$ cat config.mk
export PLATFORM = sky130hd
export DESIGN_NAME = bcd_seg7_scan_flat
export DESIGN_NICKNAME = d
export VERILOG_FILES = /design/src/rtl/seg7_pkg.sv /design/src/rtl/bcd_seg7_scan_if.sv /design/src/rtl/bcd_to_seg7.sv /design/src/rtl/bcd_seg7_scan.sv /design/src/flat_wrapper.sv
export SDC_FILE = /design/constraint.sdc
export NUM_CORES = 1
export LEC_CHECK = 0
export BUFFER_PORTS_ARGS = -buffer_cell sky130_fd_sc_hd__buf_2
export CORE_MARGIN = 2
export CORE_UTILIZATION = 25
export CTS_CLUSTER_DIAMETER = 120
export DETAILED_ROUTE_END_ITERATION = 10
export MAX_ROUTING_LAYER = met4
export SYNTH_ARGS = -nofsm -noshare
export SYNTH_HDL_FRONTEND = slang
export SYNTH_SLANG_ARGS = --single-unit
$ cat constraint.sdc
create_clock -name clk -period 2.1 [get_ports clk]
set_input_delay 0.63 -clock clk [delete_from_list [all_inputs] [get_ports clk]]
set_output_delay 0.63 -clock clk [all_outputs]
set_load 0.005 [all_outputs]
$ cat src/rtl/seg7_pkg.sv
// Shared constants for the 4-digit seven-segment scan driver: digit indices,
// active-low segment patterns, anode patterns and a BCD validity helper.
package seg7_pkg;

  typedef enum logic [1:0] {D0, D1, D2, D3} digit_t;

  // Segment order is {a,b,c,d,e,f,g}, active-low.
  localparam logic [6:0] SEG_0   = 7'b0000001;
  localparam logic [6:0] SEG_1   = 7'b1001111;
  localparam logic [6:0] SEG_2   = 7'b0010010;
  localparam logic [6:0] SEG_3   = 7'b0000110;
  localparam logic [6:0] SEG_4   = 7'b1001100;
  localparam logic [6:0] SEG_5   = 7'b0100100;
  localparam logic [6:0] SEG_6   = 7'b0100000;
  localparam logic [6:0] SEG_7   = 7'b0001111;
  localparam logic [6:0] SEG_8   = 7'b0000000;
  localparam logic [6:0] SEG_9   = 7'b0000100;
  localparam logic [6:0] SEG_E   = 7'b0110000;
  localparam logic [6:0] SEG_OFF = 7'b1111111;

  localparam logic [3:0] AN_D0  = 4'b1110;
  localparam logic [3:0] AN_D1  = 4'b1101;
  localparam logic [3:0] AN_D2  = 4'b1011;
  localparam logic [3:0] AN_D3  = 4'b0111;
  localparam logic [3:0] AN_OFF = 4'b1111;

  function automatic logic any_invalid(input logic [15:0] v);
    logic bad;
    bad = 1'b0;
    for (int i = 0; i < 4; i++) begin
      if (v[i*4 +: 4] > 4'd9) bad = 1'b1;
    end
    return bad;
  endfunction

endpackage

$ cat src/rtl/bcd_seg7_scan_if.sv
// Display-side bundle: packed BCD load path in, common-anode drive and error flag out.
interface bcd_seg7_scan_if;
  logic [15:0] P;
  logic        load;
  logic        blank_lz;
  logic [3:0]  an;
  logic [6:0]  seg;
  logic        dp;
  logic        err;

  modport master (output P, load, blank_lz, input an, seg, dp, err);
  modport slave  (input P, load, blank_lz, output an, seg, dp, err);
endinterface

$ cat src/rtl/bcd_to_seg7.sv
// Combinational BCD nibble to active-low seven-segment decoder; non-BCD codes show "E".
module bcd_to_seg7
  import seg7_pkg::*;
(
  input  logic [3:0] nib_i,
  output logic [6:0] seg_o
);

  always_comb begin
    seg_o = SEG_E;
    case (nib_i)
      4'd0: seg_o = SEG_0;
      4'd1: seg_o = SEG_1;
      4'd2: seg_o = SEG_2;
      4'd3: seg_o = SEG_3;
      4'd4: seg_o = SEG_4;
      4'd5: seg_o = SEG_5;
      4'd6: seg_o = SEG_6;
      4'd7: seg_o = SEG_7;
      4'd8: seg_o = SEG_8;
      4'd9: seg_o = SEG_9;
      default: seg_o = SEG_E;
    endcase
  end

endmodule

$ cat src/rtl/bcd_seg7_scan.sv
// Time-multiplexed 4-digit common-anode driver with load strobe,
// leading-zero blanking and an invalid-digit flag.
module bcd_seg7_scan
  import seg7_pkg::*;
#(
  parameter int REFRESH_DIV = 50000
) (
  input  logic            clk,
  input  logic            reset,
  bcd_seg7_scan_if.slave  bus
);

  localparam int CW = $clog2(REFRESH_DIV);

  logic [15:0]   disp_q, disp_d;
  logic          err_q, err_d;
  logic [CW-1:0] cnt_q, cnt_d;
  digit_t        idx_q, idx_d;
  logic [3:0]    an_q, an_d;
  logic [6:0]    seg_q, seg_d;
  logic          tick;
  logic [3:0]    nib;
  logic [6:0]    dec_seg;
  logic [3:0]    zero;
  logic          blank;

  always_comb begin
    disp_d = bus.load ? bus.P : disp_q;
    err_d  = any_invalid(disp_d);
    tick   = (cnt_q == CW'(REFRESH_DIV - 1));
    cnt_d  = tick ? '0 : cnt_q + CW'(1);
    idx_d  = tick ? digit_t'(idx_q + 2'd1) : idx_q;
  end

  always_comb begin
    nib = disp_q[3:0];
    case (idx_q)
      D0: nib = disp_q[3:0];
      D1: nib = disp_q[7:4];
      D2: nib = disp_q[11:8];
      D3: nib = disp_q[15:12];
      default: nib = disp_q[3:0];
    endcase
  end

  bcd_to_seg7 u_dec (
    .nib_i (nib),
    .seg_o (dec_seg)
  );

  // A nibble above 9 is not zero, so it stops blanking of itself and lower digits.
  always_comb begin
    for (int i = 0; i < 4; i++) zero[i] = (disp_q[i*4 +: 4] == 4'd0);
    blank = 1'b0;
    case (idx_q)
      D0: blank = 1'b0;
      D1: blank = bus.blank_lz & zero[3] & zero[2] & zero[1];
      D2: blank = bus.blank_lz & zero[3] & zero[2];
      D3: blank = bus.blank_lz & zero[3];
      default: blank = 1'b0;
    endcase
  end

  always_comb begin
    an_d  = AN_OFF;
    seg_d = SEG_OFF;
    if (!blank) begin
      seg_d = dec_seg;
      case (idx_q)
        D0: an_d = AN_D0;
        D1: an_d = AN_D1;
        D2: an_d = AN_D2;
        D3: an_d = AN_D3;
        default: an_d = AN_OFF;
      endcase
    end
  end

  always_ff @(posedge clk or posedge reset) begin
    if (reset) begin
      disp_q <= '0;
      err_q  <= 1'b0;
      cnt_q  <= '0;
      idx_q  <= D0;
      an_q   <= AN_OFF;
      seg_q  <= SEG_OFF;
    end else begin
      disp_q <= disp_d;
      err_q  <= err_d;
      cnt_q  <= cnt_d;
      idx_q  <= idx_d;
      an_q   <= an_d;
      seg_q  <= seg_d;
    end
  end

  assign bus.an  = an_q;
  assign bus.seg = seg_q;
  assign bus.err = err_q;
  assign bus.dp  = 1'b1;

endmodule

$ cat src/flat_wrapper.sv
// flat-port wrapper written by rule: the top's interface ports become plain ports
module bcd_seg7_scan_flat import seg7_pkg::*;
#(
  parameter int REFRESH_DIV = 50000
)
  (clk, reset, bus_P, bus_load, bus_blank_lz, bus_an, bus_seg, bus_dp, bus_err);
  bcd_seg7_scan_if bus_i ();
  input  logic clk;
  input  logic reset;
  input wire logic [$bits(bus_i.P)-1:0] bus_P;
  input wire logic [$bits(bus_i.load)-1:0] bus_load;
  input wire logic [$bits(bus_i.blank_lz)-1:0] bus_blank_lz;
  output wire logic [$bits(bus_i.an)-1:0] bus_an;
  output wire logic [$bits(bus_i.seg)-1:0] bus_seg;
  output wire logic [$bits(bus_i.dp)-1:0] bus_dp;
  output wire logic [$bits(bus_i.err)-1:0] bus_err;
  assign bus_i.P = bus_P;
  assign bus_i.load = bus_load;
  assign bus_i.blank_lz = bus_blank_lz;
  assign bus_an = bus_i.an;
  assign bus_seg = bus_i.seg;
  assign bus_dp = bus_i.dp;
  assign bus_err = bus_i.err;
  bcd_seg7_scan #(.REFRESH_DIV(REFRESH_DIV)) u_core (.clk(clk), .reset(reset), .bus(bus_i));
endmodule
* Word level (Yosys, flattened, before mapping)
Memories as Yosys holds them, arrays and structs flattened.
Cells that the tools add are included.
** Operators by class
- Reductions and logical operators :: 4
- Add/sub/neg operators :: 2
- Equal/unequal tests :: 4
- Order comparisons :: 4
- Mux-type cells :: 11
- Bitwise logic cells :: 3
** Operators by type and width (number)
- 2-to-1 mux 16 bit :: 2
- one-hot mux 4 bit (4 select lines) :: 2
- adder 16 x 1 -> 16 bit (second input constant) :: 1
- equality test 16 bit (second input constant) :: 1
- > comparator 4 bit (second input constant) :: 4
- zero test 4 bit :: 3
- 2-to-1 mux 7 bit :: 1
- equality test 2 bit (second input constant) :: 2
- 2-to-1 mux 1 bit :: 4
- 2-to-1 mux 4 bit :: 1
- one-hot mux 1 bit (4 select lines) :: 1
- AND 1 bit :: 3
- adder 2 x 1 -> 2 bit (second input constant) :: 1
- equality test 2 x 1 -> 1 bit (second input constant) :: 1
- zero test 2 bit :: 1
** Word-level totals
- Output and inout port bits :: 13
- Memory bits (read-only) :: 112
- Flip-flop bits (word level) :: 46
- Input port bits :: 20
- Memories kept :: 1
- Logic and storage cells :: 35
** Memories
- (name not given) :: depth 16, width 7, rd ports 1, clocked after memory_dff 0, write ports 0, line bcd_to_seg7.sv:11 : case (nib_i)

* Depth between registers and ports, before layout
Gate-level depths: netlist of run 1.
- Depth after elaboration :: 6
- Depth in mapped cells :: 8
- Gate-level depth less buffers :: 8

* Modules after synthesis
Synthesis of run 1 repeated with hierarchy kept, for this count alone.
** Unflattened totals
- Cell total of the unflattened synthesis :: 200
- Area total of the unflattened synthesis :: 2244.7 µm²
** By module, submodules not included
- bcd_seg7_scan :: cells an instance 173, times used 1, area each 2055.7 µm²
- bcd_to_seg7 :: cells an instance 27, times used 1, area each 188.9 µm²

* Worst setup path after synthesis of run 1
No wires, ideal clock.
- Kind :: register to register
- Start point :: register u_core.idx_q[0]
- End point :: register u_core.seg_q[5] (netlist: u_core.bus.seg[5])
- Slack :: 0.148 ns
- Buffers on the path :: 1
- Arrival time :: 1.873 ns
- Clock period less this slack :: 1.952 ns
- Setup time :: 0.079 ns
- Cell stages (with the launch flop) :: 8
- Cell sequence :: dfrtp_1 -> inv_1 -> ha_1 -> clkbuf_1 -> mux2_2 -> ha_1 -> o21a_1 -> o21ai_0
** Between the ends
- Word-level cells in the longest chain between the ends :: 4
** Ends and longest elaborated chain
- start: declaration :: line bcd_seg7_scan.sv:18 : digit_t idx_q, idx_d;
- start signal: assignment :: line bcd_seg7_scan.sv:91 : idx_q <= idx_d;
- equality test 2 bit (tied with other cells) :: line bcd_seg7_scan.sv:37, bcd_seg7_scan.sv:55
- one-hot mux 4 bit (4 select lines) :: line bcd_seg7_scan.sv:37 : case (idx_q)
- memory read (16 x 7 bit)
- 2-to-1 mux 7 bit (*) :: line bcd_seg7_scan.sv:67 : if (!blank) begin
- via u_core.seg_d[5] :: line bcd_seg7_scan.sv:20 : logic [6:0] seg_q, seg_d;
- end signal: assignment :: line bcd_seg7_scan.sv:93 : seg_q <= seg_d;
- end: declaration :: line bcd_seg7_scan.sv:20
Mark *: on every way through the listed nets, which the timed path passes. The rest lies on a longest branch.
A chain may end at the register's enable or synchronous reset.

* Final worst setup path of run 1
- Start point :: register u_core.idx_q[1]
- End point :: register u_core.seg_q[5] (netlist: u_core.bus.seg[5])
The elaborated chain is that of the path after synthesis.

==> results of run 1 <==
-- cell families after synthesis --
family / share of synthesized area (%)
XOR/XNOR: 3.535
flip-flops: 52.24
AND/OR/NAND/NOR: 14.70
multiplexers: 10.33
AO/OA/AOI/OAI: 8.698
adder cells (fa/ha/maj): 6.734
buffers and inverters: 3.592
other: 0.1682
-- metal layers --
metal | routed length, um | vias up | GRT usage [%] | part of all wire (%)
met5 | 0 | - | - | 0
met4 | 42 | 0 | 2.529 | 0.93
met3 | 173 | 4 | 2.553 | 3.8
met2 | 1989 | 35 | 14.29 | 44
met1 | 2322 | 751 | 14.47 | 51
li1 | - | 766 | - | -
-- state kept, by name, summed over array words and instances, names as in the netlist --
name,count
u_core.cnt_q,16
u_core.disp_q,16
u_core.bus.seg,7
u_core.bus.an,4
u_core.idx_q,2
u_core.bus.err,1
-- path summary, 6_finish.rpt --
check / start / to / slack [ns] / depth (start not counted)
worst max-delay path: u_core.idx_q[1] / u_core.bus.seg[5] / 0.12 / 7
worst min-delay path: reset / u_core.cnt_q[11] / 0.32 / 2
worst max register to register: u_core.idx_q[1] / u_core.bus.seg[5] / 0.12 / 7
worst min register to register: u_core.cnt_q[0] / u_core.cnt_q[0] / 0.48 / 1
max in group asynchronous: reset / u_core.idx_q[0] / 1.12 / 3
min in group clk: u_core.cnt_q[0] / u_core.cnt_q[0] / 0.48 / 1
-- worst max-delay path, cell delays in order (launching register included) --
cell	delay [ns]
dfrtp_1	0.39
inv_1	0.13
ha_4	0.21
a222oi_1	0.38
mux2i_2	0.17
ha_1	0.32
o21a_1	0.19
o21ai_1	0.13
-- synth_stat cells --
master	count
a22o_1	1
ha_1	12
xor2_1	4
a21oi_1	2
a2bb2oi_1	1
buf_4	1
nor4_1	3
or3_1	2
xnor2_1	5
a211oi_1	1
or3b_4	1
dfrtp_1	35
clkbuf_1	5
conb_1	1
and4bb_2	1
dfstp_2	11
a31oi_1	1
and3_2	1
mux2_2	16
nor4b_1	1
a222oi_1	3
nor2_1	11
a22oi_1	2
and2_1	3
and4_2	1
nand4_2	1
nand3_1	4
nor2b_1	1
nand2b_1	1
inv_1	13
nor3_1	1
o211ai_1	2
nand4_1	4
nand2_1	14
o21a_1	1
mux2i_1	5
and4_1	2
buf_2	1
or4_1	1
nor4bb_1	1
o21ai_0	17
and3b_1	1
nand3b_1	2
-- final cells by class --
class / instances / share of cell area [%]
Inverter: 13 / 1.835
Clock buffer: 6 / 2.729
Multi-Input combinational cell: 131 / 38.35
Clock inverter: 2 / 0.3294
Sequential cell: 46 / 43.86
Tap cell: 108 / 5.082
Timing Repair Buffer: 38 / 7.812
-- power by group --
group / internal, mW / switching (mW) / total [mW]
logic: 0.0870 / 0.0984 / 0.185
clock network: 0.229 / 0.288 / 0.518
registers: 0.949 / 0.0287 / 0.978
total: 1.27 / 0.415 / 1.68
-- repair_timing --
item                       4_1_cts  5_1_grt
hold buffers                     0        0
setup buffers                    0        2
setup endpoints to repair        0        7
resized for setup                0       10
-- layout by cell type, fill, tap and decap left out, types with 3 or more instances in the layout --
master,n
buf_2,31
nand2_1,14
nand3_1,4
nor4_1,3
a222oi_1,3
dfstp_2,11
and2_1,3
buf_4,7
mux2i_1,4
nor2_1,11
ha_1,9
xor2_1,4
xnor2_1,5
clkbuf_8,5
nand4_1,4
inv_1,12
dfrtp_1,34
o21ai_0,15
mux2_2,15
-- per-stage QoR --
stage               cells  worst slack, ns   TNS, ns  hold WS, ns
finish                344           0.1194         0       0.3209
global placement      334           0.1830         0       0.4473
floorplan             197           0.1479         0       0.4245
detailed placement    334          0.06211         0       0.4660
CTS                   342          0.03513         0       0.3337
global route          344         -0.01823  -0.02865       0.3469
==> results.yml, run 1 <==
status:
  run_status: "complete, no violations"
global_routing:
  number_of_antenna_violations_at_the_first_check_in_global_routing: 0
  global_route.usage.total_pct: 10.08
  grt_remaining_overflow: 0
  maximum_number_of_pins_on_one_net_before_global_route_repair: 21
  first_global_vias: 1580
  grt_pass1_wl_um: 7652
timing:
  final_hold_viol_count: 0
  layout_min_cycle_time_ns: 1.981
  slew_headroom_pct: 58.10
  finalClockSkew_ns: 0.006954
  timing.final.crit_share_pct: 94.31
  setup_viol: 0
  maxClockFrequency_mhz: 504.9
  drv_slew: 0
  worstMarginPinSlew_ns: 0.6246
floorplan:
  placement_rows: 34
  fp.dieW_um: 98.44
  initial_utilization_pct: 25.69
  total_die_area_um2: 9690
  core_area_um2: 8678
  io_pins: 33
  die_h_um: 98.44
final_layout:
  fillerInstances: 930
  multi_input_comb_area_um2: 1020
  final_layout_size_suffix_gt1_share_pct: 34.32
  n_antenna_cell: 0
  syn2layout_area_growth_pct: 19.25
  sequential_cell_area_um2: 1166
  fin_util_pct: 30.64
  design.final.nets: 267
  final_design_area_no_fill_um2: 2659
routing:
  post-route-drc-count: 0
  post_drt_wl_per_cell_um: 13.16
  first_iter_violations: 71
  drt-total-wl_um: 4528
  via_count: 1556
  drt_first_pass_iters: 4
  routed_antenna_nets: 0
  viasPerCell: 4.523
synthesis:
  synth_top_area_share_pct: 39.28
  mappedNetlistNets: 229
  synthesis_stage_register_bit_count: 46
  synth_area_um2: 2230
  synth_top_area_cell: "dfrtp_1"
  yosysWarnings: 0
  synthDistinctLibCells: 43
  yosysSeqAreaShare_pct: 52.24
  netlist_instances: 197
  leading_cell_types_by_total_area_after_synthesis: "dfrtp_1 (39%), dfstp_2 (13%), mux2_2 (8.1%), ha_1 (6.7%), o21ai_0 (3.8%)"
  syn-mean-instance-area_um2: 11.32
worst_setup_path:
  worstPathRequired_ns: 2.33
  worst-setup-path-type: "flip-flop to flip-flop"
  start_kind: "flip-flop"
  critical_path.endpoint_type: "flip-flop"
  arrival_ns: 2.21
  critical_path.max_fanout: 6
power:
  power.leakage_nw: 1.176
  cellPowerDensity_nw_per_um2: 632.0
  design_power_total_mw: 1.680
  ir_worst_vdd_mv: 0.2558
placed_design:
  place_area_um2: 2526
  post_detail_place_hpwl_um: 3427
  gp_routability_congestion: 0.7679
  io_buffers: 31
cts:
  clkSinkCount: 46
  reg_clk_slew_reported_paths_ns: 0.09
  clk_root_buffer_cell: "clkbuf_8"
  clk_latency_ns: 0.30
  number_of_buffers_added_by_the_clock_tree_synthesis_step: 5
  cts_tree: "done"
  cts_max_level: 2
  cts_max_path_buffers: 2
worst_hold_path:
  worstHoldPathType: "primary input to async pin"
run:
  maxCapViolations: 0
Note: power is estimated with default switching activity, not from simulation.
==> run 2, diff against run 1 <==
--- a/config.mk
+++ b/config.mk
@@ -11,6 +11,7 @@
 export CTS_CLUSTER_DIAMETER = 120
 export DETAILED_ROUTE_END_ITERATION = 10
 export MAX_ROUTING_LAYER = met4
+export SETUP_SLACK_MARGIN = 0.2
 export SYNTH_ARGS = -nofsm -noshare
 export SYNTH_HDL_FRONTEND = slang
 export SYNTH_SLANG_ARGS = --single-unit
==> run 2 against run 1 <==
  * Clock skew is 0.0022 ns lower
  * Via count is 2.4% higher
  * Global-route usage rose by 0.58 points
  * Hold slack gained 0.0088 ns
  * First-iteration DRC count rose by 51%
  * Sequential power hardly changed
  * Sequential share of layout area down 1.6 points
  * Non-clock buffer count rose by 4
  * Critical path depth unchanged
  * Worst setup slack gained 0.053 ns
  * Highest routed layer unchanged
==> results.yml, run 2 (synthesized netlist as in run 1, its figures left out) <==
status:
  run_status: "complete, no violations"
timing:
  finalWorstSetupSlack_ns: 0.1726
  drv_slew: 0
  final.hold.worst_slack_ns: 0.3297
  final_hold_viol_count: 0
  setup_viol: 0
  fin_setup_tns_ns: 0
  timing.final.crit_share_pct: 91.78
  rsz0062_at_grt: "true"
  layout_min_cycle_time_ns: 1.927
  finalClockSkew_ns: 0.004725
  maxClockFrequency_mhz: 518.8
final_layout:
  layoutNonFillerInstCount: 348
  syn2layout_area_growth_pct: 23.79
  n_antenna_cell: 0
  final_design_area_no_fill_um2: 2760
  fillerInstances: 890
  final_layout_size_suffix_gt1_share_pct: 40.83
  fin_util_pct: 31.81
  layout_commonest_cell: "dfrtp_1"
  design.final.nets: 271
  leading_cell_types_in_the_layout_fill_and_taps_excluded: "dfrtp_1 (33), buf_2 (31), mux2_2 (14), nand2_1 (14), o21ai_0 (12)"
worst_hold_path:
  worstHoldPathType: "primary input to async pin"
global_routing:
  number_of_antenna_violations_at_the_first_check_in_global_routing: 0
  maximum_number_of_pins_on_one_net_before_global_route_repair: 27
  grt_pass1_wl_um: 7997
  global_route.usage.total_pct: 10.66
  grt_remaining_overflow: 0
  first_global_vias: 1609
floorplan:
  io_pins: 33
  core_area_um2: 8678
  placement_rows: 34
  die_h_um: 98.44
  fp.dieW_um: 98.44
  initial_utilization_pct: 25.69
  total_die_area_um2: 9690
placed_design:
  gp_routability_congestion: 0.8037
  dpl_worst_slack_ns: 0.1017
  io_buffers: 31
  post_detail_place_hpwl_um: 3342
  numPlacedInstances: 333
  place_area_um2: 2531
routing:
  routed_antenna_nets: 0
  via_count: 1593
  first_iter_violations: 107
  post-route-drc-count: 0
  viasPerCell: 4.578
  drt-total-wl_um: 4709
  drt_first_pass_iters: 4
  post_drt_wl_per_cell_um: 13.53
cts:
  cts.hold.buffers_added: 0
  cts_tree: "done"
  clk_root_buffer_cell: "clkbuf_8"
  clk_latency_ns: 0.30
  number_of_buffers_added_by_the_clock_tree_synthesis_step: 5
  reg_clk_slew_reported_paths_ns: 0.09
  cts_max_level: 2
  clkSinkCount: 46
  cts_max_path_buffers: 2
worst_setup_path:
  arrival_ns: 2.15
  start_kind: "flip-flop"
  critical_path.endpoint_type: "flip-flop"
  critical_path.max_fanout: 7
  worstPathRequired_ns: 2.32
  worstSetupStartpoint: "u_core.idx_q[0]"
  rr_startpoint: "u_core.idx_q[0]"
  worst-setup-path-type: "flip-flop to flip-flop"
power:
  design_power_total_mw: 1.740
  power.leakage_nw: 1.209
  cellPowerDensity_nw_per_um2: 630.4
  ir_worst_vdd_mv: 0.2198
run:
  maxCapViolations: 0
-- run 2: cell count changes in the layout (fill, tap and decap cells not counted), sizes merged --
cell,before,now
buf,38,42
clkinv,3,1
clkinvlp,0,1
inv,12,13
-- run 2: power breakdown --
group	internal [mW]	total (mW)	leakage (nW)	switching, mW
combinational	0.0948	0.197	0.614	0.102
clock	0.265	0.565	0.0472	0.301
sequential	0.949	0.978	0.548	0.0293
total	1.31	1.74	1.21	0.432
-- run 2: critical path: stages, from the launching register on --
cell and delay, ns:
dfrtp_2 0.46, ha_4 0.19, buf_4 0.13, buf_4 0.14, a222oi_1 0.37, mux2_4 0.27
mux2i_1 0.19, o211ai_1 0.10
-- run 2: repair_timing --
item                       in CTS  in global routing
resized for setup              11                 16
setup endpoints to repair       6                  9
setup buffers                   4                  3
pin swaps                       4                  9
cloned                          0                  0
-- run 2: path summary, 6_finish.rpt --
kind	endpoint	slack [ns]	depth (start not counted)
min in group clk	u_core.cnt_q[0]	0.46	1
max	u_core.bus.seg[2]	0.17	7
min reg2reg	u_core.cnt_q[0]	0.46	1
max in group asynchronous	u_core.bus.an[0]	1.21	3
min	u_core.disp_q[0]	0.33	2
max reg2reg	u_core.bus.seg[2]	0.17	7
-- run 2: area by class of cell --
type	instances	area (um2)	share of cell area, %
Sequential cell	46	1167	42.29
Multi-Input combinational cell	131	1060	38.40
Timing Repair Buffer	42	254.0	9.202
Tap cell	108	135.1	4.896
Clock buffer	6	82.58	2.992
Inverter	13	48.80	1.768
Clock inverter	2	12.51	0.4533
-- run 2: layer usage --
metal  wire (um)  share of wire, %  GRT usage [%]
met5           0                 0              -
met4          98               2.1          3.793
met3         217               4.6          2.979
met2        2148                46          15.80
met1        2245                48          14.04
